==> src/rtl/player_action_ctrl_pkg.sv <==
// Shared types and defaults for the per-player action sequencer.
// Both player instances import this package so that frame counts and
// damage values stay identical unless a top-level override says otherwise.
package player_action_ctrl_pkg;

  // Encoding is visible on the 'state' output port, so values are fixed.
  typedef enum logic [2:0] {
    IDLE    = 3'd0,
    WINDUP  = 3'd1,
    ACTIVE  = 3'd2,
    RECOVER = 3'd3,
    DEFEND  = 3'd4,
    STUN    = 3'd5,
    KO      = 3'd6
  } action_state_t;

  // Default frame counts (all phase lengths must fit the 6-bit frame counter).
  localparam int DFLT_WINDUP_F  = 3;
  localparam int DFLT_ACTIVE_F  = 2;
  localparam int DFLT_RECOVER_F = 4;
  localparam int DFLT_STUN_F    = 8;
  localparam int DFLT_DEF_MAX_F = 30;
  localparam int DFLT_DEF_CD_F  = 20;

  // Default HP bookkeeping.
  localparam int DFLT_HP_INIT   = 100;
  localparam int DFLT_DMG       = 10;
  localparam int DFLT_DMG_DEF   = 2;

  // HP subtraction that floors at zero instead of wrapping.
  function automatic logic [7:0] hp_sub(input logic [7:0] cur, input logic [7:0] dmg);
    return (cur > dmg) ? (cur - dmg) : 8'd0;
  endfunction

endpackage

==> src/rtl/player_action_ctrl_btn_edge.sv <==
// Rising-edge detector for a debounced button level.
// Ports:
//   clk, rst_n : clock, asynchronous active-low reset
//   in         : button level
//   rise       : high in the cycle the level is 1 and was 0 the cycle before
// The previous level is registered; rise is combinational from it so the
// consuming FSM reacts in the same cycle the press is first seen.
module btn_edge (
  input  logic clk,
  input  logic rst_n,
  input  logic in,
  output logic rise
);

  logic prev;

  always_ff @(posedge clk or negedge rst_n) begin
    if (!rst_n) prev <= 1'b0;
    else        prev <= in;
  end

  assign rise = in & ~prev;

endmodule

==> src/rtl/player_action_ctrl.sv <==
// Per-player action sequencer.
// Sits between the debounced buttons and the player position datapath:
// frame-gates movement/jump, sequences attacks (windup/active/recover with a
// one-deep re-attack buffer), runs a time-limited defend with cooldown, and
// handles hit-stun and HP down to a terminal KO.
// Ports:
//   clk, rst_n          : clock, asynchronous active-low reset
//   frame_tick          : one-cycle pulse per game frame
//   btn_*               : debounced button levels
//   is_jump             : jump in progress (from position datapath)
//   hit                 : one-cycle pulse, this player was struck
//   right, left, jump   : one-cycle movement strobes (cycle after the tick)
//   squat, defend       : levels to the position datapath
//   atk_active          : attack hitbox live
//   state               : current action_state_t
//   hp, ko              : remaining HP, HP exhausted
// All outputs are registered.
module player_action_ctrl
  import player_action_ctrl_pkg::*;
#(
  parameter int WINDUP_F  = DFLT_WINDUP_F,
  parameter int ACTIVE_F  = DFLT_ACTIVE_F,
  parameter int RECOVER_F = DFLT_RECOVER_F,
  parameter int STUN_F    = DFLT_STUN_F,
  parameter int DEF_MAX_F = DFLT_DEF_MAX_F,
  parameter int DEF_CD_F  = DFLT_DEF_CD_F,
  parameter int HP_INIT   = DFLT_HP_INIT,
  parameter int DMG       = DFLT_DMG,
  parameter int DMG_DEF   = DFLT_DMG_DEF
) (
  input  logic       clk,
  input  logic       rst_n,
  input  logic       frame_tick,
  input  logic       btn_right,
  input  logic       btn_left,
  input  logic       btn_jump,
  input  logic       btn_squat,
  input  logic       btn_defend,
  input  logic       btn_attack,
  input  logic       is_jump,
  input  logic       hit,
  output logic       right,
  output logic       left,
  output logic       jump,
  output logic       squat,
  output logic       defend,
  output logic       atk_active,
  output logic [2:0] state,
  output logic [7:0] hp,
  output logic       ko
);

  // Last frame index of each phase: a phase ends on the tick that sees this.
  localparam logic [5:0] WINDUP_LAST  = 6'(WINDUP_F  - 1);
  localparam logic [5:0] ACTIVE_LAST  = 6'(ACTIVE_F  - 1);
  localparam logic [5:0] RECOVER_LAST = 6'(RECOVER_F - 1);
  localparam logic [5:0] STUN_LAST    = 6'(STUN_F    - 1);
  localparam logic [5:0] DEF_LAST     = 6'(DEF_MAX_F - 1);
  localparam logic [5:0] CD_LOAD      = 6'(DEF_CD_F);
  localparam logic [7:0] HP_RST       = 8'(HP_INIT);
  localparam logic [7:0] DMG_HIT      = 8'(DMG);
  localparam logic [7:0] DMG_BLK      = 8'(DMG_DEF);

  action_state_t st, st_n;
  logic [5:0]    fcnt, fcnt_n;
  logic [5:0]    cd, cd_n;
  logic          atk_buf, atk_buf_n;
  logic [7:0]    hp_n;
  logic          atk_rise;
  logic [5:0]    phase_last;
  logic          phase_done;
  logic          move_ok;
  logic          right_n, left_n, jump_n, squat_n;

  btn_edge u_atk_edge (
    .clk  (clk),
    .rst_n(rst_n),
    .in   (btn_attack),
    .rise (atk_rise)
  );

  // Length of the phase the FSM is currently in.
  always_comb begin
    phase_last = 6'd0;
    case (st)
      WINDUP:  phase_last = WINDUP_LAST;
      ACTIVE:  phase_last = ACTIVE_LAST;
      RECOVER: phase_last = RECOVER_LAST;
      DEFEND:  phase_last = DEF_LAST;
      STUN:    phase_last = STUN_LAST;
      default: phase_last = 6'd0;
    endcase
  end

  assign phase_done = frame_tick && (fcnt == phase_last);

  // Next state, HP and attack buffer.
  always_comb begin
    st_n      = st;
    hp_n      = hp;
    atk_buf_n = atk_buf;

    case (st)
      IDLE: begin
        // Defend wins over a simultaneous attack press.
        if (btn_defend && !is_jump && (cd == 6'd0)) st_n = DEFEND;
        else if (atk_rise)                          st_n = WINDUP;
      end
      WINDUP: begin
        if (phase_done) st_n = ACTIVE;
      end
      ACTIVE: begin
        if (atk_rise)   atk_buf_n = 1'b1;
        if (phase_done) st_n = RECOVER;
      end
      RECOVER: begin
        if (phase_done) begin
          // A press landing on the exit cycle still counts as buffered.
          if (atk_buf || atk_rise) begin
            st_n      = WINDUP;
            atk_buf_n = 1'b0;
          end else begin
            st_n = IDLE;
          end
        end else if (atk_rise) begin
          atk_buf_n = 1'b1;
        end
      end
      DEFEND: begin
        if (!btn_defend || phase_done) st_n = IDLE;
      end
      STUN: begin
        if (phase_done) st_n = IDLE;
      end
      KO: begin
        st_n = KO;
      end
      default: st_n = IDLE;
    endcase

    // Hits override whatever the tick logic decided this cycle.
    // STUN and KO are invulnerable.
    if (hit && (st != KO) && (st != STUN)) begin
      if (st == DEFEND) begin
        hp_n = hp_sub(hp, DMG_BLK);
      end else begin
        hp_n      = hp_sub(hp, DMG_HIT);
        st_n      = STUN;
        atk_buf_n = 1'b0;
      end
      if (hp_n == 8'd0) st_n = KO;
    end
  end

  // Frame counter restarts on every state change so each phase counts from 0.
  always_comb begin
    fcnt_n = fcnt;
    if (st_n != st)      fcnt_n = 6'd0;
    else if (frame_tick) fcnt_n = fcnt + 6'd1;
  end

  // Defend cooldown: loaded on any DEFEND exit, then drains one per frame.
  always_comb begin
    cd_n = cd;
    if ((st == DEFEND) && (st_n != DEFEND)) cd_n = CD_LOAD;
    else if (frame_tick && (cd != 6'd0))    cd_n = cd - 6'd1;
  end

  // Output qualification uses the current state; KO on the next state masks
  // a strobe that would otherwise fire in the cycle the player is knocked out.
  always_comb begin
    move_ok = frame_tick && !squat && (st_n != KO) &&
              ((st == IDLE) || (st == WINDUP) || (st == RECOVER));
    right_n = move_ok && btn_right;
    left_n  = move_ok && btn_left && !btn_right;
    jump_n  = frame_tick && btn_jump && (st == IDLE) && !is_jump &&
              !btn_squat && (st_n != KO);
    squat_n = btn_squat && (st == IDLE) && !is_jump && (st_n != KO);
  end

  always_ff @(posedge clk or negedge rst_n) begin
    if (!rst_n) begin
      st      <= IDLE;
      fcnt    <= 6'd0;
      cd      <= 6'd0;
      atk_buf <= 1'b0;
      hp      <= HP_RST;
    end else begin
      st      <= st_n;
      fcnt    <= fcnt_n;
      cd      <= cd_n;
      atk_buf <= atk_buf_n;
      hp      <= hp_n;
    end
  end

  // Levels derived from the next state so they line up with 'state'.
  always_ff @(posedge clk or negedge rst_n) begin
    if (!rst_n) begin
      right      <= 1'b0;
      left       <= 1'b0;
      jump       <= 1'b0;
      squat      <= 1'b0;
      defend     <= 1'b0;
      atk_active <= 1'b0;
      ko         <= 1'b0;
    end else begin
      right      <= right_n;
      left       <= left_n;
      jump       <= jump_n;
      squat      <= squat_n;
      defend     <= (st_n == DEFEND);
      atk_active <= (st_n == ACTIVE);
      ko         <= (hp_n == 8'd0);
    end
  end

  assign state = st;

endmodule

==> config.mk <==
export PLATFORM = sky130hd
export DESIGN_NAME = player_action_ctrl
export DESIGN_NICKNAME = d
export VERILOG_FILES = /design/src/rtl/player_action_ctrl_pkg.sv /design/src/rtl/player_action_ctrl_btn_edge.sv /design/src/rtl/player_action_ctrl.sv
export SDC_FILE = /design/constraint.sdc
export NUM_CORES = 1
export LEC_CHECK = 0
export ABC_AREA = 1
export BUFFER_PORTS_ARGS = -buffer_cell sky130_fd_sc_hd__buf_2
export CORE_UTILIZATION = 51
export DETAILED_ROUTE_END_ITERATION = 7
export PLACE_DENSITY = 0.8
export SLEW_MARGIN = 20
export SYNTH_ARGS = -nofsm -noshare
export SYNTH_HDL_FRONTEND = slang
export SYNTH_SLANG_ARGS = --single-unit
==> constraint.sdc <==
create_clock -name clk -period 2.35 [get_ports clk]
set_input_delay 0 -clock clk [delete_from_list [all_inputs] [get_ports clk]]
set_output_delay 0 -clock clk [all_outputs]
set_load 0.01 [all_outputs]
## After elaboration in Yosys (flattened, before gate mapping)

Cells that the tools add are included.

| word-level totals | value |
|---|---|
| bits in registers | 32 |
| logic and storage cells | 100 |
| RAM bits | 0 |
| bits in latches | 0 |
| ROM bits | 0 |
| output and inout bits | 18 |
| memories kept | 0 |

| cells by class | value |
|---|---|
| add/sub/neg operators | 4 |
| divide/modulo/power cells | 0 |
| $lt $le $gt $ge | 2 |
| reduce and logical (&&, ||, !) cells | 37 |
| eq/ne operators | 14 |
| multiplexer cells | 28 |
| $mul | 0 |
| bitwise gates (word level) | 2 |
| shift operators | 0 |

Operators with widths:

| cell | number |
|---|---|
| 2-to-1 mux 8 bit | 5 |
| 2-to-1 mux 3 bit | 10 |
| case mux 5 bit (5 select lines) | 1 |
| 2-to-1 mux 6 bit | 4 |
| logical AND 1 bit | 21 |
| case mux 3 bit (7 select lines) | 1 |
| logical NOT 8 bit | 2 |
| == test 3 bit (second input constant) | 4 |
| inequality test 3 bit (second input constant) | 4 |
| == test 3 x 2 -> 1 bit (second input constant) | 3 |
| > comparator 8 x 2 -> 1 bit (second input constant) | 1 |
| > comparator 8 x 4 -> 1 bit (second input constant) | 1 |
| subtractor 8 x 2 -> 8 bit (second input constant) | 1 |
| subtractor 8 x 4 -> 8 bit (second input constant) | 1 |
| adder 6 x 1 -> 6 bit (second input constant) | 1 |
| == test 6 bit | 1 |
| logical NOT 6 bit | 1 |
| 2-to-1 mux 1 bit | 6 |
| nonzero test 6 bit | 1 |
| subtractor 6 x 1 -> 6 bit (second input constant) | 1 |
| logical NOT 1 bit | 5 |
| logical OR 1 bit | 4 |
| nonzero test 2 bit | 2 |
| == test 3 x 1 -> 1 bit (second input constant) | 1 |
| other kinds (5) | 5 |

## Longest topological paths before layout

| logic depth | value |
|---|---|
| depth after elaboration | 15 |
| depth in mapped cells | 17 |
| mapped depth without buffers | 17 |

## Cells and area by module

Synthesis repeated with hierarchy kept, for this count alone.

| unflattened totals | value |
|---|---|
| cells, all modules | 298 |
| area total of the unflattened synthesis | 2155.8 um2 |

By module, submodules not included:

| module | times used | area each (um2) | cells each |
|---|---|---|---|
| player_action_ctrl | 1 | 2120.8 | 295 |
| btn_edge | 1 | 35.0 | 3 |

## Least setup slack after synthesis

OpenSTA, ideal clock, no wires.

| timing | value |
|---|---|
| kind | register to register |
| start | register hp[2] |
| end | register cd[1] |
| period minus slack after synthesis | 2134 ps |
| arrival | 2013 ps |
| setup slack | 216 ps |
| cell stages (with the launch flop) | 18 |
| cells stage by stage | dfstp_2 > inv_1 > ha_1 > inv_1 > nand2_1 > nand2_1 > xor2_1 > nor2_1 > nor2_1 > nand2_1 > nor2_1 > nand2_2 > nand2_2 > nor2_1 > nand2_1 > nand2_1 > inv_2 > nor2_1 |

| on the way | value |
|---|---|
| longest elaborated chain between the ends | 10 |
| elaborated cells between the ends (all ways) | 15 |

Ends and longest elaborated chain:

| item | line | RTL |
|---|---|---|
| start: declaration | player_action_ctrl.sv:49 | `output logic [7:0] hp,` |
| start signal: assignment | player_action_ctrl.sv:193 | `hp <= hp_n;` |
| subtractor 8 x 4 -> 8 bit (tied with other cells) | player_action_ctrl_pkg.sv:32 | `return (cur > dmg) ? (cur - dmg) : 8'd0;` |
| 2-to-1 mux 8 bit | player_action_ctrl_pkg.sv:32 |  |
| 2-to-1 mux 8 bit (*) | player_action_ctrl.sv:144 | `if (st == DEFEND) begin` |
| 2-to-1 mux 8 bit (*) | player_action_ctrl.sv:143 | `if (hit && (st != KO) && (st != STUN)) begin` |
| logical NOT 8 bit (*) | player_action_ctrl.sv:151 | `if (hp_n == 8'd0) st_n = KO;` |
| 2-to-1 mux 3 bit (*) | player_action_ctrl.sv:151 |  |
| 2-to-1 mux 3 bit (*) | player_action_ctrl.sv:143 |  |
| net st_n[1] | player_action_ctrl.sv:64 | `action_state_t st, st_n;` |
| inequality test 3 bit (*) | player_action_ctrl.sv:165 | `if ((st == DEFEND) && (st_n != DEFEND)) cd_n = CD_LOAD;` |
| logical AND 1 bit (*) | player_action_ctrl.sv:165 |  |
| 2-to-1 mux 6 bit / nonzero test 2 bit (equally long branches) | n/a |  |
| end signal: assignment | player_action_ctrl.sv:191 | `cd <= cd_n;` |
| end: declaration | player_action_ctrl.sv:66 | `logic [5:0] cd, cd_n;` |

The timed path passes the listed nets; every way through them passes the cells marked *. The select of a mux whose other input is x is not followed.
A chain may end at the register's enable or synchronous reset.

## Worst setup path in the final report

| timing | value |
|---|---|
| start | register hp[2] |
| end | register fcnt[1] |

| on the way | value |
|---|---|
| longest elaborated chain between the ends | 9 |
| elaborated cells between the ends (all ways) | 14 |

Ends and longest elaborated chain:

| item | line | RTL |
|---|---|---|
| subtractor 8 x 4 -> 8 bit (tied with other cells) | player_action_ctrl_pkg.sv:32 |  |
| 2-to-1 mux 8 bit | player_action_ctrl_pkg.sv:32 |  |
| 2-to-1 mux 8 bit (*) | player_action_ctrl.sv:144 |  |
| 2-to-1 mux 8 bit (*) | player_action_ctrl.sv:143 |  |
| logical NOT 8 bit (*) | player_action_ctrl.sv:151 |  |
| 2-to-1 mux 3 bit (*) | player_action_ctrl.sv:151 |  |
| 2-to-1 mux 3 bit (*) | player_action_ctrl.sv:143 |  |
| net st_n[1] | player_action_ctrl.sv:64 |  |
| inequality test 3 bit (*) | player_action_ctrl.sv:158 | `if (st_n != st) fcnt_n = 6'd0;` |
| 2-to-1 mux 6 bit / nonzero test 2 bit (equally long branches) | n/a |  |
| end signal: assignment | player_action_ctrl.sv:190 | `fcnt <= fcnt_n;` |
| end: declaration | player_action_ctrl.sv:65 | `logic [5:0] fcnt, fcnt_n;` |

Marks and branches as above.

==> impl_results.md <==
* Post-DR wirelength/cell at roughly 12 µm
* Fin crit period at 2.302 ns
* Final worst slack at ~0.048 ns
* DP Area at about 2300 µm²
* Multi-input logic area at 1222 µm²
* CP arrival at 2.47 ns
* Die Area at about 4400 µm²
* Pre-CTS setup slack at 0.04985 ns
* Initial Util at between 50% and 60%
* Drc violations at 0
* Clock-pin transition on the worst setup and hold timing paths at around 0.060 ns
* Mapped cell area at around 2100 µm²
* RSZ-0062 raised after global routing: yes
* Share of cells above drive strength 1 at 29.36%
* Tcrit/Tclk final at 97.96%
* Critical Path Start Type: flop
* Fin area at 2621 µm²
* Pwr Total at between 3 and 4 mW
* Syn. warnings at 0
* Antenna diode count at 0
* Detailed Routing Iterations Pass 1 at 4
* Slew @ Worst Pin at between 0.6 and 0.7 ns
* Max cap viols at 0
* Worst path slowest cell: dfstp_2
* Crit-path cells: inv_4 -> ha_4 -> inv_2 -> nand2_2 -> nand2_2 -> xor2_1 -> nor2_1 -> nor2_1 -> nand2_1 -> nor2_2 -> nand2_4 -> nand2_4 -> nand2_1 -> nand2_1 -> nor2_2 -> nand2_2 -> nor2_1
* Final Max Slew Viols at 0
* Max_slew headroom at a little over half
* Port bufs at 28
* Vias at 2019
* Worst Skew at 0.006415 ns
* TritonCTS clock tree: yes
* Fillers at 310
* CTS Sinks at 32
* Power Density at 1352 nW/µm²
* Worst-path maximum fanout at 6
* Area grow syn2layout at 25.07%
* Leading area contributor after synthesis: dfrtp_1
* Die Span Y at around 66 µm
* Synth Register Bits at 32
* Max clock buf depth at 2
* Vias/cell at between 5 and 6
* Post-DP HPWL at ~3400 µm
* Pin count of the biggest net entering global routing at 33
* Fin nets at 358
* Worst-Skew Late Latency at 0.29 ns
* Final hold violation count at 0
* First-pass GRT wire length at between 7000 and 8000 µm
* Syn nets at 313
* Maximum VDD drop at between 0.5 and 0.6 mV
* Worst setup EP type: flop
* CP Class: flop to flop
* Yosys cell types at 29
* Fmax at about 430 MHz
* CTS Root Cell: clkbuf_8
* Post-route ant nets at 0
* Io pins at 29
* Total CTS buffers at 5
* Row count at 22
* CP max stage delay at 0.57 ns
* Total core area at around 3800 µm²
* Initial antenna violation count at 0
* Routed WL at 4885 µm
* Die width at 66.11 µm
* Reg area at 809.5 µm²
* H-tree levels at 2
* Syn Area/Cell at 7.033 µm²
* Top-area cell type share of the netlist area at 34.63%
* Hold crit path type: input pin to flop
* Post-Syn Instances at 298
* GPL Wtd Cong at 0.9089
* Grt ovf at 0
* Status: finished, final reports clean
* Tot GR Track Use at roughly a quarter
* Leak Pwr at between 1 and 1.5 nW
* R2R cell count at 17
* Worst hold stages at 4
* DRT iter0 DRCs at 84
* Sequential area share after synthesis at 38.39%
* Ranking of synthesized cells by area: dfrtp_1 (35%), nand2_1 (14%), nor2_1 (7.3%)
* Final setup viols at 0
* Vias in the first global route at approximately 1800
* CP required at 2.52 ns
-- cells in the final DEF (no fill, tap or decap), drive strengths merged, types with 2 or more instances in the layout --
master,count
nor3b,2
buf,34
a21oi,7
nor4,3
ha,4
dfstp,3
nand4,4
dfrtp,29
clkbuf,6
inv,43
xor2,10
dlygate4sd3,7
nand2,90
nand3,32
nor2,45
nor3,4
o21ai,13
xnor2,3
-- report_power, final --
part | total [mW] | internal, mW | switching (mW)
clock network | 0.507 | 0.314 | 0.193
logic | 2.09 | 0.747 | 1.34
registers | 0.947 | 0.741 | 0.206
-- registers in the layout, indices dropped and copies added (netlist names) --
register and flops:
hp 8, cd 6, fcnt 6, state 3, atk_active 1, atk_buf 1, defend 1, jump 1
ko 1, left 1, right 1, squat 1, u_atk_edge.prev 1
-- repair_timing --
action / CTS / global route
buffers inserted: 0 / 2
resized for setup: 0 / 38
endpoints found under the setup margin: 0 / 16
hold endpoints to repair: 34 / 0
hold buffers: 7 / 0
-- worst paths after layout --
| path | slack, ns | end | startpoint |
|---|---|---|---|
| setup / recovery | 0.05 | fcnt[1]$_DFFE_PN0P_ | hp[2]$_DFF_PN1_ |
| hold / removal | 0.02 | squat$_DFF_PN0_ | is_jump |
| setup reg to reg | 0.05 | fcnt[1]$_DFFE_PN0P_ | hp[2]$_DFF_PN1_ |
| hold reg to reg | 0.53 | cd[4]$_DFFE_PN0P_ | cd[4]$_DFFE_PN0P_ |
| max in group asynchronous | 1.57 | hp[1]$_DFF_PN0_ | rst_n |
| min in group asynchronous | 0.29 | cd[5]$_DFFE_PN0P_ | rst_n |
-- Yosys cell counts, drive strengths merged --
master and number:
o2111ai 1, inv 43, or2 1, nor2 45, o21ai 13, nand3 32, nand4 4, clkbuf 1
a21oi 7, nor3b 2, nor3 4, nor4 3, xor2 10, nand2 90, dfstp 3, ha 4
xnor2 3, buf 2, dfrtp 29, and2 1
-- layer usage --
metal	wire, µm	up-vias	track usage (%)	share of wire, %
met1	2162	924	29.86	44
met5	0	-	0	0
met3	268	10	3.966	5.5
met2	2373	58	38.52	49
li1	-	1027	-	-
met4	80	0	9.574	1.6
-- critical path, delay by kind of cell, from the launching register on --
kind / cells / cell delay [ns]
XOR/XNOR: 1 / 0.14
adder cells (fa/ha/maj): 1 / 0.15
AND/OR/NAND/NOR: 13 / 1.21
flip-flops: 1 / 0.57
buffers and inverters: 2 / 0.12
-- layout make-up --
cell class,instances,area share (%)
Tap cell,48,2.291
Sequential cell,32,30.88
Clock inverter,2,1.337
Clock buffer,6,2.769
Inverter,43,6.348
Timing Repair Buffer,41,9.737
Multi-Input combinational cell,220,46.63
-- cells by family (layout without fill, tap and decap cells) --
family,Yosys count,count (layout),synth area share (%)
buffers and inverters,46,92,8.716
AND/OR/NAND/NOR,182,182,39.16
adder cells (fa/ha/maj),4,4,2.388
XOR/XNOR,13,13,5.433
flip-flops,32,32,38.39
AO/OA/AOI/OAI,21,21,5.911
-- per-stage QoR --
step,utilization (%),setup TNS (ns),cells,hold WS (ns)
finish,69.01,0,392,0.02242
global route,69.01,-0.8955,392,0.04847
CTS,65.42,0,390,0.003906
detailed placement,60.74,0,375,0.08643
global placement,60.74,0,375,0.08563
floorplan,-,0,298,-0.2956
No activity file was read; power rests on OpenSTA's default activity.
